[src/rtl/fifo_pkg.sv]
// Shared FIFO defaults, status bundle and the width helper used to size pointers.
// Combinational only: no latency and no flow control.
// Backpressure: not applicable.
package fifo_pkg;

    localparam int DATA_WIDTH = 8;
    localparam int DEPTH      = 32;
    localparam int AFULL_DEF  = DEPTH - 2;
    localparam int AEMPTY_DEF = 2;

    typedef struct packed {
        logic empty;
        logic almost_empty;
        logic full;
        logic almost_full;
    } fifo_status_t;

    // Smallest n with 2**n >= value; usable in constant expressions.
    function automatic int clog2(input int value);
        int result;
        result = 0;
        for (int i = 0; i < 31; i++) begin
            if ((1 << i) < value) begin
                result = i + 1;
            end
        end
        return result;
    endfunction

endpackage

[src/rtl/fifo_mem.sv]
// Simple dual-port storage array: one synchronous write port, one asynchronous read port.
// Write lands on the next rising edge; read data follows rd_addr combinationally.
// Backpressure: none; the caller gates wr_en.
module fifo_mem #(
    parameter int DATA_WIDTH = 8,
    parameter int DEPTH      = 32,
    parameter int AW         = 5
) (
    input  logic                  clk,
    input  logic                  wr_en,
    input  logic [AW-1:0]         wr_addr,
    input  logic [DATA_WIDTH-1:0] wr_data,
    input  logic [AW-1:0]         rd_addr,
    output logic [DATA_WIDTH-1:0] rd_data
);

    logic [DATA_WIDTH-1:0] mem [DEPTH];

    always_ff @(posedge clk) begin
        if (wr_en) begin
            mem[wr_addr] <= wr_data;
        end
    end

    assign rd_data = mem[rd_addr];

endmodule

[src/rtl/sync_fifo_prog.sv]
// Single-clock FIFO with programmable almost-full/almost-empty thresholds and sticky error flags.
// Latency: FWFT=0 returns the head word one cycle after rd_en; FWFT=1 shows the head combinationally.
// Backpressure: writes while full without a same-cycle read are dropped and raise overflow.
module sync_fifo_prog
    import fifo_pkg::*;
#(
    parameter int  DATA_WIDTH = fifo_pkg::DATA_WIDTH,
    parameter int  DEPTH      = fifo_pkg::DEPTH,
    parameter int  FWFT       = 0,
    localparam int AW         = clog2(DEPTH)
) (
    input  logic                  clk,
    input  logic                  rst_n,
    input  logic [DATA_WIDTH-1:0] data_in,
    input  logic                  wr_en,
    input  logic                  rd_en,
    input  logic [AW:0]           afull_thr,
    input  logic [AW:0]           aempty_thr,
    input  logic                  clr_err,
    output logic [DATA_WIDTH-1:0] data_out,
    output logic                  valid,
    output logic [AW:0]           count,
    output logic                  empty,
    output logic                  almost_empty,
    output logic                  full,
    output logic                  almost_full,
    output logic                  overflow,
    output logic                  underflow
);

    localparam logic [AW:0] DEPTH_CNT = (AW+1)'(DEPTH);

    logic [AW-1:0]         wr_ptr;
    logic [AW-1:0]         rd_ptr;
    logic [DATA_WIDTH-1:0] head_dat;
    logic                  wr_acc;
    logic                  rd_acc;
    logic                  ovf_set;
    logic                  udf_set;
    fifo_status_t          status;

    always_comb begin
        status              = '0;
        status.empty        = (count == '0);
        status.full         = (count == DEPTH_CNT);
        status.almost_full  = (count >= afull_thr);
        status.almost_empty = (count <= aempty_thr);
    end

    assign empty        = status.empty;
    assign full         = status.full;
    assign almost_full  = status.almost_full;
    assign almost_empty = status.almost_empty;

    // A read frees a slot in the same cycle, so a full FIFO still takes a write alongside it.
    assign rd_acc  = rd_en && !status.empty;
    assign wr_acc  = wr_en && (!status.full || rd_acc);
    assign ovf_set = wr_en && status.full && !rd_acc;
    assign udf_set = rd_en && status.empty;

    fifo_mem #(
        .DATA_WIDTH (DATA_WIDTH),
        .DEPTH      (DEPTH),
        .AW         (AW)
    ) u_mem (
        .clk     (clk),
        .wr_en   (wr_acc && rst_n),
        .wr_addr (wr_ptr),
        .wr_data (data_in),
        .rd_addr (rd_ptr),
        .rd_data (head_dat)
    );

    always_ff @(posedge clk) begin
        if (!rst_n) begin
            wr_ptr <= '0;
            rd_ptr <= '0;
            count  <= '0;
        end else begin
            if (wr_acc) begin
                wr_ptr <= wr_ptr + AW'(1);
            end
            if (rd_acc) begin
                rd_ptr <= rd_ptr + AW'(1);
            end
            case ({wr_acc, rd_acc})
                2'b10:   count <= count + (AW+1)'(1);
                2'b01:   count <= count - (AW+1)'(1);
                default: count <= count;
            endcase
        end
    end

    // A fresh error in the same cycle as clr_err must survive the clear.
    always_ff @(posedge clk) begin
        if (!rst_n) begin
            overflow  <= 1'b0;
            underflow <= 1'b0;
        end else begin
            if (ovf_set) begin
                overflow <= 1'b1;
            end else if (clr_err) begin
                overflow <= 1'b0;
            end
            if (udf_set) begin
                underflow <= 1'b1;
            end else if (clr_err) begin
                underflow <= 1'b0;
            end
        end
    end

    generate
        if (FWFT != 0) begin : g_fwft
            assign data_out = head_dat;
            assign valid    = !status.empty;
        end else begin : g_std
            logic [DATA_WIDTH-1:0] dout_q;
            logic                  vld_q;

            always_ff @(posedge clk) begin
                if (!rst_n) begin
                    dout_q <= '0;
                    vld_q  <= 1'b0;
                end else begin
                    vld_q <= rd_acc;
                    if (rd_acc) begin
                        dout_q <= head_dat;
                    end
                end
            end

            assign data_out = dout_q;
            assign valid    = vld_q;
        end
    endgenerate

endmodule

[config.mk]
export PLATFORM = sky130hd
export DESIGN_NAME = sync_fifo_prog
export DESIGN_NICKNAME = d
export VERILOG_FILES = /design/src/rtl/fifo_pkg.sv /design/src/rtl/fifo_mem.sv /design/src/rtl/sync_fifo_prog.sv
export SDC_FILE = /design/constraint.sdc
export NUM_CORES = 1
export LEC_CHECK = 0
export BUFFER_PORTS_ARGS = -buffer_cell sky130_fd_sc_hd__buf_2
export CORE_MARGIN = 1.5
export CORE_UTILIZATION = 37
export DETAILED_ROUTE_END_ITERATION = 7
export HOLD_SLACK_MARGIN = 0.12
export MAX_ROUTING_LAYER = met4
export PLACE_DENSITY = 0.49
export SLEW_MARGIN = 20
export SYNTH_ARGS = -nofsm -noshare
export SYNTH_HDL_FRONTEND = slang
export SYNTH_SLANG_ARGS = --single-unit
[constraint.sdc]
create_clock -name clk -period 3.3 [get_ports clk]
set_clock_uncertainty 0.1 [all_clocks]
set_input_delay 0.825 -clock clk [delete_from_list [all_inputs] [get_ports clk]]
set_output_delay 0.825 -clock clk [all_outputs]
set_load 0.1 [all_outputs]
Yosys cells after proc, flatten, opt, wreduce, memory -nomap -nowiden. Memories as Yosys holds them, arrays and structs flattened. A register that Yosys moved wholly into a read port is not among the register bits. Index checks and enable logic that the tools add are counted.

Register bits after elaboration: 19. RAM bits: 256. Input bits: 25. Output and inout port bits: 21. Logic and storage cells: 37. Memories kept: 1.

$add $sub $neg: 4. $lt $le $gt $ge: 2. Equality and inequality tests: 3. Multiplexer cells: 6. Reduce and logical (&&, ||, !) cells: 15.

Memories: u_mem.mem (words 32, bits a word 8, rd ports 1, clocked after Yosys merged registers in 1, write ports 1, line fifo_mem.sv:17) `logic [DATA_WIDTH-1:0] mem [DEPTH];`.

Operators with widths (number): $pmux 6 s2 (1); $add 5x1->5 const B (2); $add 6x1->6 const B (1); $eq 6x6->1 const B (1); $ge 6x6->1 (1); $le 6x6->1 (1); $logic_and 1x1->1 (6); $logic_not 6->1 (1); $reduce_bool 2->1 (3); $sub 6x1->6 const B (1); $mux 1 (5); $logic_not 1->1 (4); $eq 2x1->1 const B (1); $eq 2x2->1 const B (1); $logic_or 1x1->1 (1).

Logic depth before layout (Yosys ltp).
Word-level depth: 8. Gate-level depth with buffers: 12. Gate-level depth less buffers: 12.

Cells and area by module. Synthesis repeated with hierarchy kept, for this count alone.

Cell total of the unflattened synthesis: 588. Area, all modules: 11488.5 µm².

By module, submodules not included: fifo_mem (instances 1, cells each 409, area each 9893.2 µm², sequential area each 7687.4 µm²); sync_fifo_prog (instances 1, cells each 179, area each 1595.3 µm², sequential area each 540.5 µm²).

Worst setup path before layout. OpenSTA, ideal clock, no wires.

Kind: register to output. Start: reg count[1]. End: out almost_empty. Arrival time: 3696 ps. Data required time: 2375 ps. Slack: -1321 ps. Cell stages (with the launch flop): 8. Path through: dfxtp_1 -> ha_1 -> nor2b_1 -> o21a_1 -> o21a_1 -> o21a_1 -> o21a_1 -> o22ai_1.

Longest elaborated chain between the ends: 1.

RTL lines: from (decl) (line sync_fifo_prog.sv:22) `output logic [AW:0] count,`; from (signal assigned) (line sync_fifo_prog.sv:87) `2'b10: count <= count + (AW+1)'(1);`; from (signal assigned) (line sync_fifo_prog.sv:88) `2'b01: count <= count - (AW+1)'(1);`; from (signal assigned) (line sync_fifo_prog.sv:89) `default: count <= count;`; $le 6x6->1 (line sync_fifo_prog.sv:47) `status.almost_empty = (count <= aempty_thr);`; to (decl) (line sync_fifo_prog.sv:24) `output logic almost_empty,`.

No other way between the ends.

Worst setup path after layout.
Start: in aempty_thr[1]. End: out almost_empty.

Longest elaborated chain between the ends: 1.

RTL lines: from (decl) (line sync_fifo_prog.sv:18) `input logic [AW:0] aempty_thr,`; $le 6x6->1 (line sync_fifo_prog.sv:47).

No other way between the ends.

==> flow_metrics.py <==
metrics = {
    "placement": {
        "portBuffers": 45,
        "post-dp-hpwl_um": 16100,
        "place_area_um2": 12500,
        "place_congestion": 0.768,
    },
    "logic_synthesis": {
        "synth-main-ff-cell": "edfxtp_1",
        "yosys.area_share.adder_pct": 2.47,
        "syn-instance-count": 651,
        "seq_area_frac_synth_pct": 71.8,
        "avgSynthCellArea_um2": 17.6,
        "synth_fp_nets": 698,
        "synth_compound_area_share_pct": 5.47,
        "synth_top_family_by_area": "multiplexers",
        "yosys.cell_types.count": 47,
        "synth_edf_count": 256,
        "yosys-mux-area-fraction_pct": 12.9,
        "synthSimpleGateAreaFrac_pct": 4.65,
        "synth-xor-area-share_pct": 0.688,
        "synth_area_um2": 11500,
        "async_reset_ff_share_pct": 0,
        "synth_seq_cells": 283,
        "yosysWarnings": 0,
    },
    "floorplan": {
        "die_w_um": 179,
        "num_rows": 64,
        "start_util_pct": 37.6,
        "core_area_um2": 30500,
        "fp.dieArea_um2": 32000,
        "ioPinCount": 46,
        "die_h_um": 179,
    },
    "routing": {
        "finalWirelength_um": 25700,
        "vias": 6050,
        "drc_errors": 0,
        "firstDrtPassIters": 5,
        "dr.first_iter.drc_count": 511,
        "avgRoutedWirePerCell_um": 21.9,
        "final_antenna_net_count": 0,
        "via_per_inst": 5.17,
    },
    "timing": {
        "rsz0062_at_grt": "yes",
        "final_max_slew_viol_count": 0,
        "fmax_mhz": 310,
        "fin_crit_ns": 3.22,
        "setup_viol_count_final": 0,
        "hold_viol": 0,
        "max_slew.worst_pin.slew_ns": 0.816,
        "finalCritPeriodShare_pct": 97.7,
        "slew_headroom_pct": 45.4,
        "tns_ns": 0,
    },
    "critical_path": {
        "cp.depth": 10,
        "cp_num_buf_inv": 3,
        "crit_arrival_ns": 2.30,
        "crit_path_end_kind": "primary output",
        "crit_top_cell": "o21a_1",
        "r2r_setup_slack_ns": 0.16,
        "cp_max_fo": 2,
        "path_class": "in2out",
        "startpoint_type": "input pin",
        "crit_family": "compound AO/OA/AOI/OAI gates",
        "cp_slowest_cell": "ha_4",
        "critical_path_required_ns": 2.37,
        "cp_cell_sequence": "buf_6 -> inv_4 -> ha_4 -> nor2b_1 -> o21a_1 -> o21a_1 -> o21a_1 -> o21a_1 -> o22ai_4 -> buf_12",
        "r2r_cells": 13,
        "slowest_delay_ns": 0.19,
    },
    "flow_run": {
        "maxCapViolCount": 0,
    },
    "finish": {
        "final_layout_size_suffix_gt1_share_pct": 28.6,
        "diodes": 0,
        "finish.instance_area_um2": 13600,
        "syn_to_final_growth_pct": 18.4,
        "nets": 800,
    },
    "power": {
        "power.leakage_nw": 4.58,
        "vdd_ir_drop_max_mv": 0.395,
        "clock_power_share_pct": 34.2,
        "power_switching_w": 0.00300,
        "p_sw_share_pct": 30.2,
        "powerDensity_nw_per_um2": 734,
        "p_comb_share_pct": 23.8,
        "p_seq_share_pct": 42.0,
        "p_int_w": 0.00695,
        "fin_total_pwr_w": 0.00996,
    },
    "clock_tree": {
        "clock-root-buffer": "clkbuf_16",
        "clk_pin_slew_ns": 0.06,
        "cts_max_level": 1,
        "cts_made_buffers": 29,
        "insertion_delay_ns": 0.54,
        "cts_sinks": 283,
        "cts_buffer_depth": 3,
        "cts_tree": "built",
        "cts_hold_buf": 0,
    },
    "grt": {
        "antenna_found_initial": 0,
        "gr-total-overflow": 0,
        "grt.total_usage_pct": 16.9,
        "grt_pass1_vias": 6246,
        "grt_max_degree": 33,
        "grt_pass1_wl_um": 38500,
    },
    "status": {
        "outcome": "completed",
    },
    "worst_hold_path": {
        "whs_path_depth": 1,
        "hold_path.class": "reg2reg",
    },
}
-- worst register-to-register path: cells and delay by family (launching register included) --
kind | cells | cell delay (ns)
AO/OA/AOI/OAI | 6 | 0.91
buffers and inverters | 2 | 0.28
flip-flops | 1 | 0.36
adder cells (fa/ha/maj) | 1 | 0.35
AND/OR/NAND/NOR | 4 | 1.03
-- per-layer routing --
metal	share of wire, %	track usage [%]	up-vias
li1	-	-	2784
met1	48	24.1	3110
met2	47	26.3	123
met3	4.0	1.97	33
met4	1.5	3.33	0
met5	0	-	-
-- cell usage in the layout (no fill, tap or decap), types with 3 or more instances in the layout --
| master | synthesis | final |
|---|---|---|
| dfxtp_4 | 0 | 3 |
| clkbuf_16 | 0 | 29 |
| clkinvlp_4 | 0 | 4 |
| o21ai_0 | 7 | 6 |
| mux2i_1 | 31 | 31 |
| o22ai_1 | 8 | 7 |
| xnor2_1 | 5 | 5 |
| bufinv_16 | 0 | 6 |
| clkbuf_1 | 14 | 4 |
| or3b_2 | 3 | 3 |
| nand3b_1 | 4 | 4 |
| nor2_1 | 53 | 52 |
| ha_1 | 21 | 19 |
| nand3_1 | 7 | 7 |
| nand4_1 | 3 | 3 |
| a32o_1 | 7 | 7 |
| o21a_1 | 5 | 5 |
| mux4_2 | 50 | 50 |
| edfxtp_1 | 256 | 256 |
| a21oi_1 | 17 | 16 |
| buf_12 | 0 | 3 |
| a22oi_1 | 15 | 15 |
| buf_2 | 10 | 42 |
| clkinv_1 | 1 | 4 |
| o211ai_1 | 3 | 3 |
| nor2b_1 | 5 | 5 |
| buf_4 | 1 | 55 |
| clkinv_2 | 0 | 6 |
| dfxtp_1 | 27 | 22 |
| a21o_1 | 4 | 4 |
| o221ai_1 | 8 | 8 |
| nand2_1 | 30 | 30 |
| inv_1 | 18 | 16 |
| a211oi_1 | 8 | 8 |
| xor2_1 | 4 | 4 |
-- cell usage after synthesis (2+ instances only) --
cell type | number | area share [%]
edfxtp_1 | 256 | 67
nor2_1 | 53 | 1.7
mux4_2 | 50 | 9.8
mux2i_1 | 31 | 2.7
nand2_1 | 30 | 0.98
dfxtp_1 | 27 | 4.7
ha_1 | 21 | 2.3
inv_1 | 18 | 0.59
a21oi_1 | 17 | 0.74
a22oi_1 | 15 | 0.98
clkbuf_1 | 14 | 0.46
buf_2 | 10 | 0.44
a211oi_1 | 8 | 0.52
o221ai_1 | 8 | 0.61
o22ai_1 | 8 | 0.44
a32o_1 | 7 | 0.61
nand3_1 | 7 | 0.31
o21ai_0 | 7 | 0.31
nor2b_1 | 5 | 0.27
o21a_1 | 5 | 0.33
xnor2_1 | 5 | 0.38
a21o_1 | 4 | 0.26
buf_6 | 4 | 0.39
nand3b_1 | 4 | 0.26
xor2_1 | 4 | 0.31
nand4_1 | 3 | 0.16
o211ai_1 | 3 | 0.20
or3b_2 | 3 | 0.23
buf_1 | 2 | 0.066
nand2_2 | 2 | 0.11
nand2b_1 | 2 | 0.11
o21ai_1 | 2 | 0.087
or3_1 | 2 | 0.11
-- worst paths after layout --
kind,from,to
setup / recovery,aempty_thr[1],almost_empty
hold / removal,data_out[1],data_out[1]
setup reg to reg,count[1],count[5]
hold reg to reg,data_out[1],data_out[1]
-- logic make-up (layout without fill, tap and decap cells) --
family / after synthesis / after routing
xor gates and xnor gates: 9 / 9
adders and majority gates: 22 / 22
AOI/OAI and AO/OA: 89 / 89
buffers and inverters: 50 / 173
muxes: 83 / 83
DFF: 283 / 283
and+or+nand+nor: 115 / 115
-- power groups by stage --
stage / Combinational, W / Clock, W / Sequential [W]
6_report: 0.00237 / 0.00340 / 0.00418
5_1_grt: 0.00251 / 0.00361 / 0.00421
4_1_cts: 0.00232 / 0.00348 / 0.00419
3_5_place_dp: 0.00228 / 0 / 0.00427
3_3_place_gp: 0.00225 / 0 / 0.00426
2_1_floorplan: 0.00134 / 0 / 0.00466
-- state kept, by name (all words and copies together) (netlist names) --
register and count:
u_mem.mem 256, data_out 8, count 6, rd_ptr 5
wr_ptr 5, overflow 1, underflow 1, valid 1
-- cell type report --
cell class,instances,area (um^2)
fill,2648,16900
sequential,283,8240
multi-input combinational,318,3050
clock buffer,33,741
timing repair buffer,102,706
tap,396,495
clock inverter,19,253
inverter,19,77.6
-- per-stage QoR --
step           setup WS (ns)  hold WS, ns  utilization (%)  instances
6_report              0.0759        0.384             44.5       1170
5_1_grt              -0.0274        0.407             44.5       1170
4_1_cts               0.0174        0.394             44.2       1165
3_5_place_dp         -0.0167        0.380             40.9       1111
3_3_place_gp         -0.0187        0.368             40.9       1111
2_1_floorplan        -0.0946        0.440                -        651
-- timing repair --
action | CTS | global route
setup buffers | 2 | 5
pin swaps | 3 | 4
setup endpoints to repair | 2 | 3
gates resized for setup | 5 | 7
endpoints found under the hold margin | 0 | 0
Note: power is estimated with default switching activity, not from simulation.
